[config.mk]
export PLATFORM = sky130hd
export DESIGN_NAME = gpr_access_ctrl
export DESIGN_NICKNAME = d
export VERILOG_FILES = /design/src/rtl/gpr_access_ctrl.sv
export SDC_FILE = /design/constraint.sdc
export NUM_CORES = 1
export LEC_CHECK = 0
export BUFFER_PORTS_ARGS = -buffer_cell sky130_fd_sc_hd__buf_2
export CAP_MARGIN = 25
export CORE_MARGIN = 4
export CORE_UTILIZATION = 41
export CTS_BUF_LIST = sky130_fd_sc_hd__clkbuf_16
export CTS_CLUSTER_SIZE = 14
export DETAILED_ROUTE_END_ITERATION = 10
export HOLD_SLACK_MARGIN = 0.06
export PLACE_DENSITY = 0.75
export SLEW_MARGIN = 30
export SYNTH_ARGS = -nofsm -noshare
export SYNTH_HDL_FRONTEND = slang
export SYNTH_SLANG_ARGS = --single-unit
[constraint.sdc]
create_clock -name clk -period 1.3 [get_ports clk]
set_input_delay 0.065 -clock clk [delete_from_list [all_inputs] [get_ports clk]]
set_output_delay 0.065 -clock clk [all_outputs]
set_load 0.01 [all_outputs]
[src/rtl/gpr_access_ctrl.sv]
// Command sequencer in front of the general purpose register file: issues one
// read-sum or write per command and returns the file's registered sum.
module gpr_access_ctrl #(
  parameter int unsigned DATA_W = 14,
  parameter int unsigned ADDR_W = 12,
  parameter int unsigned REG_W  = 4
) (
  input  logic              clk,
  input  logic              rst,
  input  logic              cmd_valid,
  output logic              cmd_ready,
  input  logic              cmd_op,
  input  logic [REG_W-1:0]  cmd_idx_a,
  input  logic [REG_W-1:0]  cmd_idx_b,
  input  logic [REG_W-1:0]  cmd_idx_c,
  input  logic [DATA_W-1:0] cmd_wdata,
  output logic [ADDR_W-1:0] gpr_address,
  output logic [DATA_W-1:0] gpr_data_in,
  output logic              gpr_rd,
  output logic              gpr_wr,
  input  logic [DATA_W-1:0] gpr_data_out,
  output logic              res_valid,
  input  logic              res_ready,
  output logic [DATA_W-1:0] res_data
);

  typedef enum logic [1:0] {StIdle, StIssue, StWait, StHold} state_e;

  state_e            state_q, state_d;
  logic              op_q;
  logic              accept;
  logic [ADDR_W-1:0] rd_addr;
  logic [ADDR_W-1:0] wr_addr;

  assign cmd_ready = (state_q == StIdle);
  assign accept    = cmd_valid & cmd_ready;

  // Read packs all three indices MSB-first; write uses only the low index bits.
  always_comb begin
    rd_addr = '0;
    rd_addr[ADDR_W-1 -: 3*REG_W] = {cmd_idx_a, cmd_idx_b, cmd_idx_c};
    wr_addr = '0;
    wr_addr[REG_W-1:0] = cmd_idx_a;
  end

  always_comb begin
    state_d = state_q;
    unique case (state_q)
      StIdle:  if (cmd_valid) state_d = StIssue;
      StIssue: state_d = op_q ? StIdle : StWait;
      StWait:  state_d = StHold;
      StHold:  if (res_ready) state_d = StIdle;
      default: state_d = StIdle;
    endcase
  end

  always_ff @(posedge clk or posedge rst) begin
    if (rst) begin
      state_q     <= StIdle;
      op_q        <= 1'b0;
      gpr_address <= '0;
      gpr_data_in <= '0;
      gpr_rd      <= 1'b0;
      gpr_wr      <= 1'b0;
      res_valid   <= 1'b0;
      res_data    <= '0;
    end else begin
      state_q <= state_d;
      // Strobes are single-cycle pulses, cleared every edge unless re-armed.
      gpr_rd  <= 1'b0;
      gpr_wr  <= 1'b0;
      if (accept) begin
        op_q <= cmd_op;
        if (cmd_op) begin
          gpr_wr      <= 1'b1;
          gpr_address <= wr_addr;
          gpr_data_in <= cmd_wdata;
        end else begin
          gpr_rd      <= 1'b1;
          gpr_address <= rd_addr;
        end
      end
      if (state_q == StWait) begin
        res_data  <= gpr_data_out;
        res_valid <= 1'b1;
      end
      if (state_q == StHold && res_ready) begin
        res_valid <= 1'b0;
      end
    end
  end

endmodule
==> results.py, run 1 <==
metrics = {
    "critical_path": {
        "worstSetupEndpointType": "flip-flop",
        "cp_slowest_cell": "dfrtp_2",
        "rr_endpoint": "gpr_data_in[5]",
        "path_cells": "nor4bb_4, buf_4, clkbuf_16, mux2_4",
        "critical_path_arrival_ns": 1.64,
        "cp_max_fo": 7,
        "cp_top_family": "flip-flops",
        "cp_data_required_time_ns": 1.47,
        "cp_num_buf_inv": 2,
        "crit_type": "reg -> reg",
        "r2r_slack_ns": -0.17,
        "cp_slowest_stage_delay_ns": 0.43,
        "crit_path_start_kind": "flip-flop",
        "r2r_cells": 4,
    },
    "route": {
        "routed_wl_um": 4840,
        "drt-wirelength-per-cell_um": 16.0,
        "drt_first_pass_iters": 4,
        "via_count": 1441,
        "dr.first_iter.drc_count": 49,
        "ant_nets": 0,
        "drc": 0,
        "routed_via_density": 4.76,
    },
    "synth": {
        "synth.distinct_cells": 18,
        "yosysMostFrequentCell": "dfrtp_1",
        "yosysSeqAreaShare_pct": 61.5,
        "synth_seq_cells": 46,
        "synth_area_leaders": "dfrtp_1, mux2_2, mux2_4",
        "synth_cells": 118,
        "async_flop_share_pct": 100,
        "synth_commonest_cells": "dfrtp_1, mux2_2, mux2_4, nor2b_1",
        "synth-edff-count": 0,
        "netlist_area_um2": 1870,
        "syn_avg_cell_area_um2": 15.9,
        "synth-main-ff-cell": "dfrtp_1",
        "netlist.area_leader.share_pct": 61.5,
        "syn_nets": 163,
        "yosysWarnings": 0,
        "yosys.area.top_type": "dfrtp_1",
    },
    "global_routing": {
        "grt_max_degree": 31,
        "met1_usage_pct": 18.8,
        "use_met2_pct": 27.4,
        "grt_pass1_wl_um": 6830,
        "grt.total_usage_pct": 16.2,
        "antenna_found_initial": 0,
        "grt.busiest_layer": "met2",
        "use_met3_pct": 6.33,
        "grt_overflow_total": 0,
        "grt_pass1_vias": 1526,
    },
    "timing": {
        "relSlewSlack_pct": 74.4,
        "tightest_slew_ns": 0.384,
        "finalSetupTns_ns": -3.27,
        "rsz0062_at_grt": "true",
        "finalMaxSlewViolations": 0,
        "finalCritPeriodShare_pct": 113,
        "setup_violations": 41,
        "finalCriticalPeriod_ns": 1.47,
        "max_freq_mhz": 678,
        "fin_skew_ns": 0.00228,
        "timing.final.ws_setup_ns": -0.174,
        "hold_viol_final": 0,
    },
    "cts": {
        "clk_latency_ns": 0.28,
        "htreeDepth": 2,
        "path_clk_slew_ns": 0.06,
        "cts_tree": "yes",
        "cts_sinks": 46,
        "clockRootBuffer": "clkbuf_16",
        "cts_buffer_depth": 2,
        "cts_buffers": 5,
    },
    "place": {
        "dpl.hpwl_um": 2800,
        "io_buffers": 88,
        "place.gp.congestion": 0.714,
        "placed_area_um2": 2450,
    },
    "layout": {
        "fin_util_pct": 70.1,
        "area_growth_pct": 64.1,
        "drive_gt1_share_pct": 62.5,
        "finish.instance_area_um2": 3070,
        "nNetsFinal": 295,
        "diodes": 0,
    },
    "pwr": {
        "p_leak_uw": 0.00159,
        "power_density_nw_per_um2": 2190,
        "peakVddDrop_v": 0.00120,
        "finalPower_uw": 6730,
    },
    "floorplanning": {
        "start_util_pct": 42.7,
        "dieArea_um2": 5710,
        "rows": 24,
        "die_h_um": 75.6,
        "die_w_um": 75.6,
        "io_pins": 89,
        "core_area_um2": 4380,
    },
    "run_status": {
        "failed_checks": "setup timing",
        "outcome": "finished with violations",
    },
    "worst_hold_path": {
        "hp-class": "in -> reg",
        "hold_end": "state_q[0]",
        "hold_path_depth": 3,
        "hp-start": "cmd_valid",
    },
    "job": {
        "maxCapViolCount": 0,
    },
}
-- area by class of cell --
cell class,count,area (µm²)
Fill cell,297,1310
Sequential cell,46,1150
Timing Repair Buffer,130,911
Multi-Input combinational cell,65,797
Clock buffer,5,125
Tap cell,52,65.1
Clock inverter,3,12.5
Inverter,2,7.51
-- worst max path at each step --
stage,startpoint,end,slack [ns],depth (start not counted)
5_1_grt,state_q[0],gpr_data_in[5],-0.20,4
3_3_place_gp,state_q[0],gpr_data_in[10],-0.11,3
2_1_floorplan,state_q[0],gpr_data_in[0],-0.13,4
3_5_place_dp,state_q[0],gpr_data_in[12],-0.15,3
6_report,flip-flop,gpr_data_in[5],-0.17,4
4_1_cts,state_q[0],gpr_data_in[12],-0.15,3
-- sequential cells by signal (all words and copies together) (netlist names), named ones only --
signal / cells
gpr_address: 12
gpr_data_in: 14
gpr_rd: 1
gpr_wr: 1
op_q: 1
res_data: 14
res_valid: 1
state_q: 1
-- kinds of logic (layout without fill, tap and decap cells) --
group / after synthesis / count (layout) / synth area share, %
compound gates: 3 / 3 / 1.07
buf+inv: 7 / 140 / 2.74
flops: 46 / 46 / 61.5
mux: 45 / 45 / 28.9
simple gates: 17 / 17 / 5.82
-- report_power, final --
group          total [µW]  switching, µW  internal [µW]
Clock                1200            501            695
Sequential           2500            388           2120
Combinational        3030           1180           1850
-- placed cells by master (no fill, tap or decap) --
| cell | Yosys | routed |
|---|---|---|
| nor2b_1 | 9 | 9 |
| dlygate4sd3_1 | 0 | 30 |
| inv_1 | 2 | 2 |
| nor2_1 | 2 | 2 |
| nor3b_2 | 1 | 1 |
| clkbuf_16 | 0 | 7 |
| buf_4 | 2 | 5 |
| buf_12 | 1 | 3 |
| nand2_1 | 1 | 1 |
| dfrtp_2 | 0 | 2 |
| clkinv_2 | 0 | 1 |
| o2bb2ai_1 | 1 | 1 |
| buf_6 | 0 | 2 |
| o22ai_1 | 1 | 1 |
| inv_2 | 0 | 1 |
| nor4bb_4 | 0 | 1 |
| mux2_2 | 36 | 8 |
| buf_2 | 1 | 88 |
| clkinv_1 | 0 | 1 |
| mux2_4 | 9 | 37 |
| nand2b_1 | 2 | 1 |
| nand2b_4 | 0 | 1 |
| a21oi_1 | 1 | 1 |
| and3_1 | 1 | 1 |
| dfrtp_1 | 46 | 44 |
-- metal layers --
metal,share of wire [%],up-vias
met4,0.74,0
met1,43,697
met2,48,66
met3,8.9,6
li1,-,672
met5,0,-
-- per-stage QoR --
step / setup WS, ns / hold slack, ns / std cells
4_1_cts: -0.145 / 0.0995 / 299
3_5_place_dp: -0.146 / 0.0741 / 261
6_report: -0.174 / 0.109 / 303
2_1_floorplan: -0.128 / 0.164 / 118
5_1_grt: -0.204 / 0.143 / 303
3_3_place_gp: -0.114 / 0.0657 / 261
-- tightest hold or removal path, delay by kind of cell --
kind | cells | cell delay, ns
buffers and inverters | 1 | 0.11
AO/OA/AOI/OAI | 1 | 0.09
AND/OR/NAND/NOR | 1 | 0.08
-- timing repair --
item	CTS	global route
setup buffers	0	2
endpoints found under the hold margin	45	0
hold buffers	30	0
setup endpoints to repair	41	41
gates cloned	0	2
gates resized for setup	15	19
pin swaps	1	2
Power figures use the tool's default switching activity.
==> run 2, diff against run 1 <==
- ABC_AREA: default -> 1
- BUFFER_PORTS_ARGS: -buffer_cell sky130_fd_sc_hd__buf_2 -> -buffer_cell sky130_fd_sc_hd__buf_4
- CORE_UTILIZATION: 41 -> 42
- GPL_ROUTABILITY_DRIVEN: default -> 0
- PLACE_DENSITY: 0.75 -> 0.76
==> run 2 against run 1 <==
The flow now finishes without violations. Register-to-register slack better by 0.24 ns. Sequential share of layout area is 1.2 points lower. Global-route usage rose by 2.9 points. Sequential cell count did not move. Critical endpoint is now cmd_ready. Combinational power is 4% lower. Worst setup slack improved by 0.22 ns. Die area grew 0.73%. Routed wire length is 9.3% higher. Highest routed layer unchanged. Cell area rose by 3.3%.
==> results.py, run 2 <==
metrics = {
    "critical_path": {
        "worstSetupEndpointType": "primary output",
        "crit_type": "reg -> out",
        "r2r_slack_ns": 0.07,
        "r2r_cells": 5,
        "crit_path_start_kind": "flip-flop",
        "critical_path_arrival_ns": 1.19,
        "cp_data_required_time_ns": 1.24,
        "rr_endpoint": "gpr_data_in[3]",
        "cp-endpoint": "cmd_ready",
        "cp_max_fo": 14,
    },
    "timing": {
        "setup_violations": 0,
        "finalMaxSlewViolations": 0,
        "hold_viol_final": 0,
        "max_freq_mhz": 799,
        "fin_skew_ns": 0.00209,
        "tightest_slew_ns": 0.343,
        "finalCritPeriodShare_pct": 96.3,
        "hold_ws_ns": 0.0656,
        "finalCriticalPeriod_ns": 1.25,
        "finalSetupTns_ns": 0,
        "rsz0062_at_grt": "true",
        "relSlewSlack_pct": 77.1,
    },
    "pwr": {
        "power_density_nw_per_um2": 2090,
        "p_leak_uw": 0.00173,
        "peakVddDrop_v": 0.00109,
        "finalPower_uw": 6640,
    },
    "synth": {
        "synth_cells": 212,
        "synth_commonest_cells": "nand2_1, dfrtp_1, nand4_1",
        "syn_nets": 257,
        "yosysWarnings": 0,
        "synth.distinct_cells": 16,
        "synth_area_leaders": "dfrtp_1, nand2_1, nand4_1",
        "netlist.area_leader.share_pct": 59.5,
        "synth-edff-count": 0,
        "synth_seq_cells": 46,
        "netlist_area_um2": 1930,
        "yosysMostFrequentCell": "nand2_1",
        "yosysSeqAreaShare_pct": 59.5,
        "syn_avg_cell_area_um2": 9.12,
        "yosys.area.top_type": "dfrtp_1",
        "async_flop_share_pct": 100,
        "synth-main-ff-cell": "dfrtp_1",
    },
    "floorplanning": {
        "dieArea_um2": 5750,
        "rows": 24,
        "die_h_um": 75.8,
        "die_w_um": 75.8,
        "core_area_um2": 4410,
        "start_util_pct": 43.8,
        "io_pins": 89,
    },
    "route": {
        "drc": 0,
        "via_count": 1875,
        "ant_nets": 0,
        "routed_wl_um": 5290,
        "drt-wirelength-per-cell_um": 13.4,
        "dr.first_iter.drc_count": 102,
        "routed_via_density": 4.75,
        "drt_first_pass_iters": 4,
    },
    "global_routing": {
        "grt_pass1_vias": 1822,
        "grt.total_usage_pct": 19.0,
        "grt_overflow_total": 0,
        "grt_pass1_wl_um": 8230,
        "antenna_found_initial": 0,
        "grt_max_degree": 47,
    },
    "layout": {
        "top_regs": "gpr_data_in x14, res_data x14, gpr_address x12",
        "fill_cells": 338,
        "seq_area_um2": 1150,
        "finish.instance_area_um2": 3170,
        "nNetsFinal": 387,
        "multiInputGateArea_um2": 671,
        "area_growth_pct": 64.1,
        "layout_common_cells": "nand2_1, buf_4, dfrtp_1, dlygate4sd3_1, nand4_1",
        "final_common_cell": "nand2_1",
        "diodes": 0,
        "drive_gt1_share_pct": 35.3,
    },
    "cts": {
        "clockRootBuffer": "clkbuf_16",
        "cts_sinks": 46,
        "cts_buffer_depth": 2,
        "path_clk_slew_ns": 0.06,
        "clk_latency_ns": 0.28,
        "htreeDepth": 2,
        "cts_tree": "yes",
        "cts_buffers": 5,
    },
    "place": {
        "io_buffers": 88,
        "placed_area_um2": 2620,
        "dpl.hpwl_um": 3360,
    },
    "job": {
        "maxCapViolCount": 0,
    },
    "run_status": {
        "outcome": "complete, no violations",
    },
    "worst_hold_path": {
        "hp-start": "cmd_idx_a[2]",
        "hp-class": "in -> reg",
    },
}
## run 2: cell count changes after synthesis, sizes merged, moves of 9 or more
cell   previous run  this run
nand2             1       116
mux2             45         0
nand4             0        14
nor2b             9         0
o21ai             0         9
## run 2: cells by family after synthesis
logic type,Yosys count,synth area share (%)
buf+inv,20,6.28
simple gates,135,29.6
flops,46,59.5
compound gates,11,4.53
## run 2: per-stage QoR
stage	cells	setup WS, ns	util (%)
floorplan	212	0.147	-
global placement	346	0.0627	59.4
detailed placement	346	0.0237	59.4
CTS	391	0.00796	70.9
global route	395	-0.0264	71.9
finish	395	0.0479	71.9
## run 2: power by group
part	internal (µW)	switching [µW]
combinational	1450	1450
clock	694	494
sequential	2120	426
## run 2: worst min-delay path by stage
| stage | to | cells past startpoint |
|---|---|---|
| finish | gpr_address[10] | 3 |
| global route | gpr_address[10] | 3 |
| CTS | gpr_address[10] | 3 |
| detailed placement | gpr_data_in[0] | 3 |
| global placement | gpr_wr | 3 |
| floorplan | res_data[0] | 2 |
## run 2: final cells by class
cell class	instances	area share (%)
clock buffer	5	3.94
clock inverter	3	0.394
inverter	9	1.06
multi-input combinational	147	21.1
sequential	46	36.4
tap	52	2.05
timing repair buffer	133	35.1
## run 2: layer usage
layer,vias up,global-route usage (%),share of wire [%]
li1,927,-,-
met2,66,31.7,49
met5,-,0,0
met3,11,5.54,8.2
met1,871,23.6,41
met4,0,6.41,1.6
## run 2: worst max-delay path: stages (launching register included)
cell and delay, ns:
dfrtp_2 0.43, nor2_4 0.15, buf_6 0.18, buf_4 0.14
## run 2: timing repair
item,4_1_cts,5_1_grt
endpoints found under the setup margin,2,38
hold buffers,36,0
pin swaps,1,1
buffers inserted,2,3
hold endpoints to repair,81,0
gates cloned,0,1
resized for setup,1,5
